[src/rtl/parking_gate_counter_if.sv]
// Sensor inputs and occupancy/pulse outputs of the parking gate counter.
// The slave side is the counter; the master side drives the sensors.
interface parking_gate_counter_if #(
   parameter int NUM_GATES = 2,
   parameter int CNT_W     = 5,
   parameter int TOT_W     = 16
);
   logic [NUM_GATES-1:0] sens_a;
   logic [NUM_GATES-1:0] sens_b;
   logic [NUM_GATES-1:0] enter_pulse;
   logic [NUM_GATES-1:0] exit_pulse;
   logic                 reject_pulse;
   logic [CNT_W-1:0]     count;
   logic                 full;
   logic                 empty;
   logic [TOT_W-1:0]     total_in;

   modport master (
      output sens_a,
      output sens_b,
      input  enter_pulse,
      input  exit_pulse,
      input  reject_pulse,
      input  count,
      input  full,
      input  empty,
      input  total_in
   );

   modport slave (
      input  sens_a,
      input  sens_b,
      output enter_pulse,
      output exit_pulse,
      output reject_pulse,
      output count,
      output full,
      output empty,
      output total_in
   );
endinterface

[src/rtl/parking_gate_counter.sv]
// Multi-gate parking occupancy counter: per-gate direction FSMs feeding
// a saturating arbiter that merges same-cycle entries and exits.
module parking_gate_counter #(
   parameter int NUM_GATES = 2,
   parameter int CAPACITY  = 16,
   parameter int CNT_W     = $clog2(CAPACITY + 1),
   parameter int TOT_W     = 16
) (
   input  logic                  clk,
   input  logic                  reset,
   parking_gate_counter_if.slave bus
);
   localparam int GW = $clog2(NUM_GATES + 1);
   localparam int SW = ((CNT_W > GW) ? CNT_W : GW) + 1;

   typedef enum logic [2:0] {
      IDLE,
      E1,
      E2,
      E3,
      X1,
      X2,
      X3
   } gate_state_e;

   gate_state_e state_q [NUM_GATES];
   gate_state_e state_d [NUM_GATES];

   logic [NUM_GATES-1:0] ent_done;
   logic [NUM_GATES-1:0] ext_done;
   logic [NUM_GATES-1:0] granted;
   logic                 rejected;

   logic [SW-1:0]    n_exit;
   logic [SW-1:0]    after_exit;
   logic [SW-1:0]    room;
   logic [SW-1:0]    n_acc;
   logic [CNT_W-1:0] count_d;
   logic [CNT_W-1:0] count_q;
   logic [TOT_W-1:0] total_q;

   logic [NUM_GATES-1:0] enter_q;
   logic [NUM_GATES-1:0] exit_q;
   logic                 reject_q;

   // Sensor pair is {a,b}; the exit path mirrors entry with a/b swapped.
   function automatic gate_state_e next_state(
      input gate_state_e s,
      input logic [1:0]  ab
   );
      next_state = s;
      unique case (s)
         IDLE: begin
            if (ab == 2'b10)      next_state = E1;
            else if (ab == 2'b01) next_state = X1;
         end
         E1: begin
            if (ab == 2'b11)      next_state = E2;
            else if (ab != 2'b10) next_state = IDLE;
         end
         E2: begin
            if (ab == 2'b01)      next_state = E3;
            else if (ab == 2'b10) next_state = E1;
            else if (ab == 2'b00) next_state = IDLE;
         end
         E3: begin
            if (ab == 2'b11)      next_state = E2;
            else if (ab != 2'b01) next_state = IDLE;
         end
         X1: begin
            if (ab == 2'b11)      next_state = X2;
            else if (ab != 2'b01) next_state = IDLE;
         end
         X2: begin
            if (ab == 2'b10)      next_state = X3;
            else if (ab == 2'b01) next_state = X1;
            else if (ab == 2'b00) next_state = IDLE;
         end
         X3: begin
            if (ab == 2'b11)      next_state = X2;
            else if (ab != 2'b10) next_state = IDLE;
         end
         default: next_state = IDLE;
      endcase
   endfunction

   always_comb begin
      ent_done = '0;
      ext_done = '0;
      for (int g = 0; g < NUM_GATES; g++) begin
         state_d[g] = next_state(state_q[g],
                                 {bus.sens_a[g], bus.sens_b[g]});
         ent_done[g] = (state_q[g] == E3) &&
                       !bus.sens_a[g] && !bus.sens_b[g];
         ext_done[g] = (state_q[g] == X3) &&
                       !bus.sens_a[g] && !bus.sens_b[g];
      end
   end

   always_ff @(posedge clk) begin
      for (int g = 0; g < NUM_GATES; g++) begin
         if (reset) state_q[g] <= IDLE;
         else       state_q[g] <= state_d[g];
      end
   end

   // Exits drain first so a simultaneous exit frees room for an entry.
   always_comb begin
      n_exit = '0;
      for (int g = 0; g < NUM_GATES; g++)
         n_exit = n_exit + SW'(ext_done[g]);

      after_exit = (SW'(count_q) > n_exit) ?
                   (SW'(count_q) - n_exit) : '0;
      room = SW'(CAPACITY) - after_exit;

      granted  = '0;
      rejected = 1'b0;
      n_acc    = '0;
      for (int g = 0; g < NUM_GATES; g++) begin
         if (ent_done[g]) begin
            if (n_acc < room) begin
               granted[g] = 1'b1;
               n_acc      = n_acc + 1'b1;
            end else begin
               rejected = 1'b1;
            end
         end
      end
      count_d = CNT_W'(after_exit + n_acc);
   end

   always_ff @(posedge clk) begin
      if (reset) begin
         count_q  <= '0;
         total_q  <= '0;
         enter_q  <= '0;
         exit_q   <= '0;
         reject_q <= 1'b0;
      end else begin
         count_q  <= count_d;
         total_q  <= total_q + TOT_W'(n_acc);
         enter_q  <= granted;
         exit_q   <= ext_done;
         reject_q <= rejected;
      end
   end

   assign bus.enter_pulse  = enter_q;
   assign bus.exit_pulse   = exit_q;
   assign bus.reject_pulse = reject_q;
   assign bus.count        = count_q;
   assign bus.total_in     = total_q;
   assign bus.full         = (count_q == CNT_W'(CAPACITY));
   assign bus.empty        = (count_q == '0);

endmodule
[src/flat_wrapper.sv]
// flat-port wrapper written by rule: the top's interface ports become plain ports
module parking_gate_counter_flat 
#(
   parameter int NUM_GATES = 2,
   parameter int CAPACITY  = 16,
   parameter int CNT_W     = $clog2(CAPACITY + 1),
   parameter int TOT_W     = 16
)
  (clk, reset, bus_sens_a, bus_sens_b, bus_enter_pulse, bus_exit_pulse, bus_reject_pulse, bus_count, bus_full, bus_empty, bus_total_in);
  parking_gate_counter_if #(.NUM_GATES(NUM_GATES), .CNT_W(CNT_W), .TOT_W(TOT_W)) bus_i ();
  input  logic clk;
  input  logic reset;
  input wire logic [$bits(bus_i.sens_a)-1:0] bus_sens_a;
  input wire logic [$bits(bus_i.sens_b)-1:0] bus_sens_b;
  output wire logic [$bits(bus_i.enter_pulse)-1:0] bus_enter_pulse;
  output wire logic [$bits(bus_i.exit_pulse)-1:0] bus_exit_pulse;
  output wire logic [$bits(bus_i.reject_pulse)-1:0] bus_reject_pulse;
  output wire logic [$bits(bus_i.count)-1:0] bus_count;
  output wire logic [$bits(bus_i.full)-1:0] bus_full;
  output wire logic [$bits(bus_i.empty)-1:0] bus_empty;
  output wire logic [$bits(bus_i.total_in)-1:0] bus_total_in;
  assign bus_i.sens_a = bus_sens_a;
  assign bus_i.sens_b = bus_sens_b;
  assign bus_enter_pulse = bus_i.enter_pulse;
  assign bus_exit_pulse = bus_i.exit_pulse;
  assign bus_reject_pulse = bus_i.reject_pulse;
  assign bus_count = bus_i.count;
  assign bus_full = bus_i.full;
  assign bus_empty = bus_i.empty;
  assign bus_total_in = bus_i.total_in;
  parking_gate_counter #(.NUM_GATES(NUM_GATES), .CAPACITY(CAPACITY), .CNT_W(CNT_W), .TOT_W(TOT_W)) u_core (.clk(clk), .reset(reset), .bus(bus_i));
endmodule
[config.mk]
export PLATFORM = sky130hd
export DESIGN_NAME = parking_gate_counter_flat
export DESIGN_NICKNAME = d
export VERILOG_FILES = /design/src/rtl/parking_gate_counter_if.sv /design/src/rtl/parking_gate_counter.sv /design/src/flat_wrapper.sv
export SDC_FILE = /design/constraint.sdc
export NUM_CORES = 1
export LEC_CHECK = 0
export BUFFER_PORTS_ARGS = -buffer_cell sky130_fd_sc_hd__buf_2
export CAP_MARGIN = 10
export CORE_MARGIN = 4
export CORE_UTILIZATION = 50
export DETAILED_ROUTE_END_ITERATION = 8
export PLACE_DENSITY = 0.7
export SLEW_MARGIN = 15
export SYNTH_ARGS = -nofsm -noshare
export SYNTH_HDL_FRONTEND = slang
export SYNTH_SLANG_ARGS = --single-unit
[constraint.sdc]
create_clock -name clk -period 9.8 [get_ports clk]
set_clock_uncertainty 0.2 [all_clocks]
set_input_delay 0.98 -clock clk [delete_from_list [all_inputs] [get_ports clk]]
set_output_delay 0.98 -clock clk [all_outputs]
set_load 0.02 [all_outputs]
==> results.json <==
{
  "status": "finished, final reports clean",
  "start_kind": "input pin",
  "p_seq_share_pct": 53.8,
  "p_int_mw": 0.193,
  "ant_nets": 0,
  "cts_tree": "yes",
  "drc_errors": 0,
  "final_cells": 301,
  "io_buffers": 33,
  "ctsRootBufferMaster": "clkbuf_8",
  "fin_crit_ns": 6.28,
  "post_cts_resized": 0,
  "finalPower_mw": 0.248,
  "drive_above_1_share_pct": 19.0,
  "design.die.area_sq_mm": 0.00485,
  "clkPwrFrac_pct": 41.2,
  "switching_share_pct": 21.9,
  "maxCapViolCount": 0,
  "switchingPower_mw": 0.0541,
  "diodes": 0,
  "worst_pin_slew_ns": 0.707,
  "irDropWorstVdd_v": 0.0000867,
  "pwr_density_cell_mw_per_mm2": 114,
  "critPathCaptureType": "flop",
  "post_cts_buffers": 0,
  "core_sq_mm": 0.00366,
  "final_util_pct": 59.4,
  "grt.overflow.total": 0,
  "timing.fmax_ghz": 0.159,
  "drtIter0Drc": 80,
  "wl_per_cell_um": 13.0,
  "clock_path_buffers": 2,
  "cp.required_ns": 9.75,
  "layout_setup_ws_ns": 3.52,
  "die_height_um": 69.6,
  "ys_warn_count": 0,
  "cp_slowest_stage_delay_ns": 0.55,
  "relSlewSlack_pct": 52.3,
  "die_w_um": 69.6,
  "tns_ns": 0,
  "clock_latency_ns": 0.28,
  "hold_buffers": 0,
  "crit_slowest_cell": "a41oi_1",
  "crit_arrival_ns": 6.23,
  "hold_class": "reg -> reg",
  "synthFlopType": "dfxtp_1",
  "initial_core_util_pct": 51.9,
  "routed-via-count": 1663,
  "rsz0062_at_grt": "false",
  "post-route-period-util_pct": 64.1,
  "pin_count": 34,
  "cts_sinks": 32,
  "grt_pass1_wl_mm": 6.70,
  "place.gp.congestion": 0.879,
  "async_flop_share_pct": 0,
  "ys_seq_elements": 32,
  "avgSynthCellArea_sq_um": 8.63,
  "synth_area_sq_mm": 0.00190,
  "power.leakage_nw": 0.915,
  "cts_buffers": 5,
  "worstPathCellList": "buf_2 > nor3b_1 > nor3b_1 > ha_1 > ha_1 > inv_1 > fa_1 > a21boi_1 > o41ai_2 > ha_1 > nand4_1 > a2111oi_0 > a41o_1 > a31oi_1 > ha_1 > o21ai_0 > a21oi_1 > ha_1 > ha_1 > a41oi_1 > nand3b_1 > xor2_1 > nor2_1",
  "wirelength_mm": 3.92,
  "antenna_found_initial": 0,
  "core.rowCount": 22,
  "seq_area_frac_synth_pct": 33.7,
  "grt_max_degree": 34,
  "pwr-share-comb_pct": 5.0,
  "cpMostUsedCell": "ha_1",
  "fin_nets": 269,
  "worstPathMaxFanout": 10,
  "synthCells": 220,
  "area_delta_synth_final_pct": 14.5,
  "synth-edff-count": 0,
  "h-tree-depth": 2,
  "grt_usage_pct": 16.6,
  "pre_cts_slack_ns": 3.32,
  "setup_viol": 0,
  "grt_pass1_vias": 1510,
  "hpwlAfterDp_mm": 2.85,
  "dr.pass1.iters": 4,
  "syn-num-nets": 237,
  "critPathKind": "in -> reg",
  "drv_slew": 0,
  "place_inst": 293,
  "synth_cell_types": 55,
  "finalHoldViolCount": 0,
  "routed_via_density": 5.52,
  "cts.clk_slew.worst_paths_ns": 0.06
}
sequential cells by signal, summed over array words and instances (netlist names):
register / cells
u_core.bus.exit_pulse: 2
u_core.bus.reject_pulse: 1
u_core.bus.total_in: 16
u_core.bus.count: 5
u_core.state_q: 6
u_core.bus.enter_pulse: 2
cell usage after synthesis (all sizes together), types with 2 or more instances:
cell | count | area, sq um
nand4 | 4 | 25.0
o21bai | 2 | 15.0
a311oi | 2 | 17.5
a31oi | 3 | 18.8
nor3 | 6 | 41.3
a21oi | 10 | 50.1
nand2b | 4 | 25.0
o32a | 2 | 21.3
and3 | 3 | 18.8
nor3b | 6 | 50.1
nor2 | 23 | 86.3
or2 | 3 | 18.8
nor2b | 12 | 75.1
a32oi | 2 | 17.5
nand2 | 14 | 52.6
a41o | 2 | 20.0
nand3 | 4 | 20.0
o31ai | 2 | 28.8
o21ai | 12 | 63.8
clkbuf | 5 | 18.8
and3b | 2 | 17.5
xor2 | 10 | 87.6
ha | 10 | 125
or3 | 5 | 31.3
xnor2 | 7 | 61.3
o2111ai | 2 | 17.5
a211oi | 2 | 15.0
inv | 8 | 30.0
dfxtp | 32 | 641
buf | 3 | 21.3
critical path: cells and delay by family:
| family | cells | cell delay (ns) |
|---|---|---|
| buf+inv | 2 | 0.19 |
| compound gates | 8 | 2.17 |
| simple gates | 5 | 1.00 |
| fa+ha+maj | 7 | 1.72 |
| xor+xnor | 1 | 0.15 |
cells by family (layout without fill, tap and decap cells):
family                     count (synthesis)  after routing  synth area share (%)
and+or+nand+nor                           94             94                  27.7
AOI/OAI and AO/OA                         49             49                  18.8
DFF                                       32             32                  33.7
muxes                                      1              1                 0.527
buffers and inverters                     16             49                  3.69
adders and majority gates                 11             11                  7.64
xor gates and xnor gates                  17             17                  7.84
cell usage in the layout (no fill, tap or decap), drive strengths merged, types with 2 or more instances in the layout:
cell / instances
o32a: 2
o21bai: 2
a21oi: 10
dfxtp: 32
and3b: 2
a311oi: 2
nor3b: 6
buf: 33
o21ai: 12
or3: 5
a31oi: 3
a211oi: 2
nand3: 4
or2: 3
nor3: 6
nand2: 14
clkbuf: 8
nor2: 23
nand2b: 4
o31ai: 2
nor2b: 12
inv: 8
nand4: 4
o2111ai: 2
a32oi: 2
xnor2: 7
and3: 3
ha: 10
a41o: 2
xor2: 10
through the flow:
step	hold WS [ns]	area (sq um)
3_3_place_gp	0.272	2080
4_1_cts	0.317	2170
5_1_grt	0.343	2170
2_1_floorplan	0.348	1900
6_report	0.308	2170
3_5_place_dp	0.307	2080
per-layer routing:
metal / global-route usage [%] / wire length [um] / vias up
li1: - / - / 853
met1: 22.2 / 1870 / 771
met2: 26.4 / 1790 / 34
met3: 4.20 / 212 / 5
met4: 5.11 / 44 / 0
met5: 0 / 0 / -
cell type report:
class	count	area (sq um)
multi-input combinational	172	1190
sequential	32	641
fill	340	1490
tap	48	60.1
inverter	8	30.0
clock buffer	8	90.1
timing repair buffer	33	165
final timing paths:
check                                     startpoint                            endpoint  slack [ns]  cells after the start
hold reg to reg   u_core.bus.total_in[15]$_SDFF_PP0_  u_core.bus.total_in[15]$_SDFF_PP0_        0.31                      2
setup reg to reg   u_core.state_q[0][1]$_SDFFE_PP0P_  u_core.bus.total_in[12]$_SDFF_PP0_        3.88                     22
setup / recovery                       bus_sens_a[0]  u_core.bus.total_in[12]$_SDFF_PP0_        3.52                     23
hold / removal    u_core.bus.total_in[15]$_SDFF_PP0_  u_core.bus.total_in[15]$_SDFF_PP0_        0.31                      2
power groups by stage:
stage          sequential (mW)  combinational [mW]  clock [mW]
2_1_floorplan            0.135             0.00976           0
3_3_place_gp             0.136              0.0122           0
3_5_place_dp             0.136              0.0124           0
4_1_cts                  0.133              0.0124       0.107
5_1_grt                  0.133              0.0139       0.111
6_report                 0.133              0.0124       0.102
(Power assumes the default switching activity.)
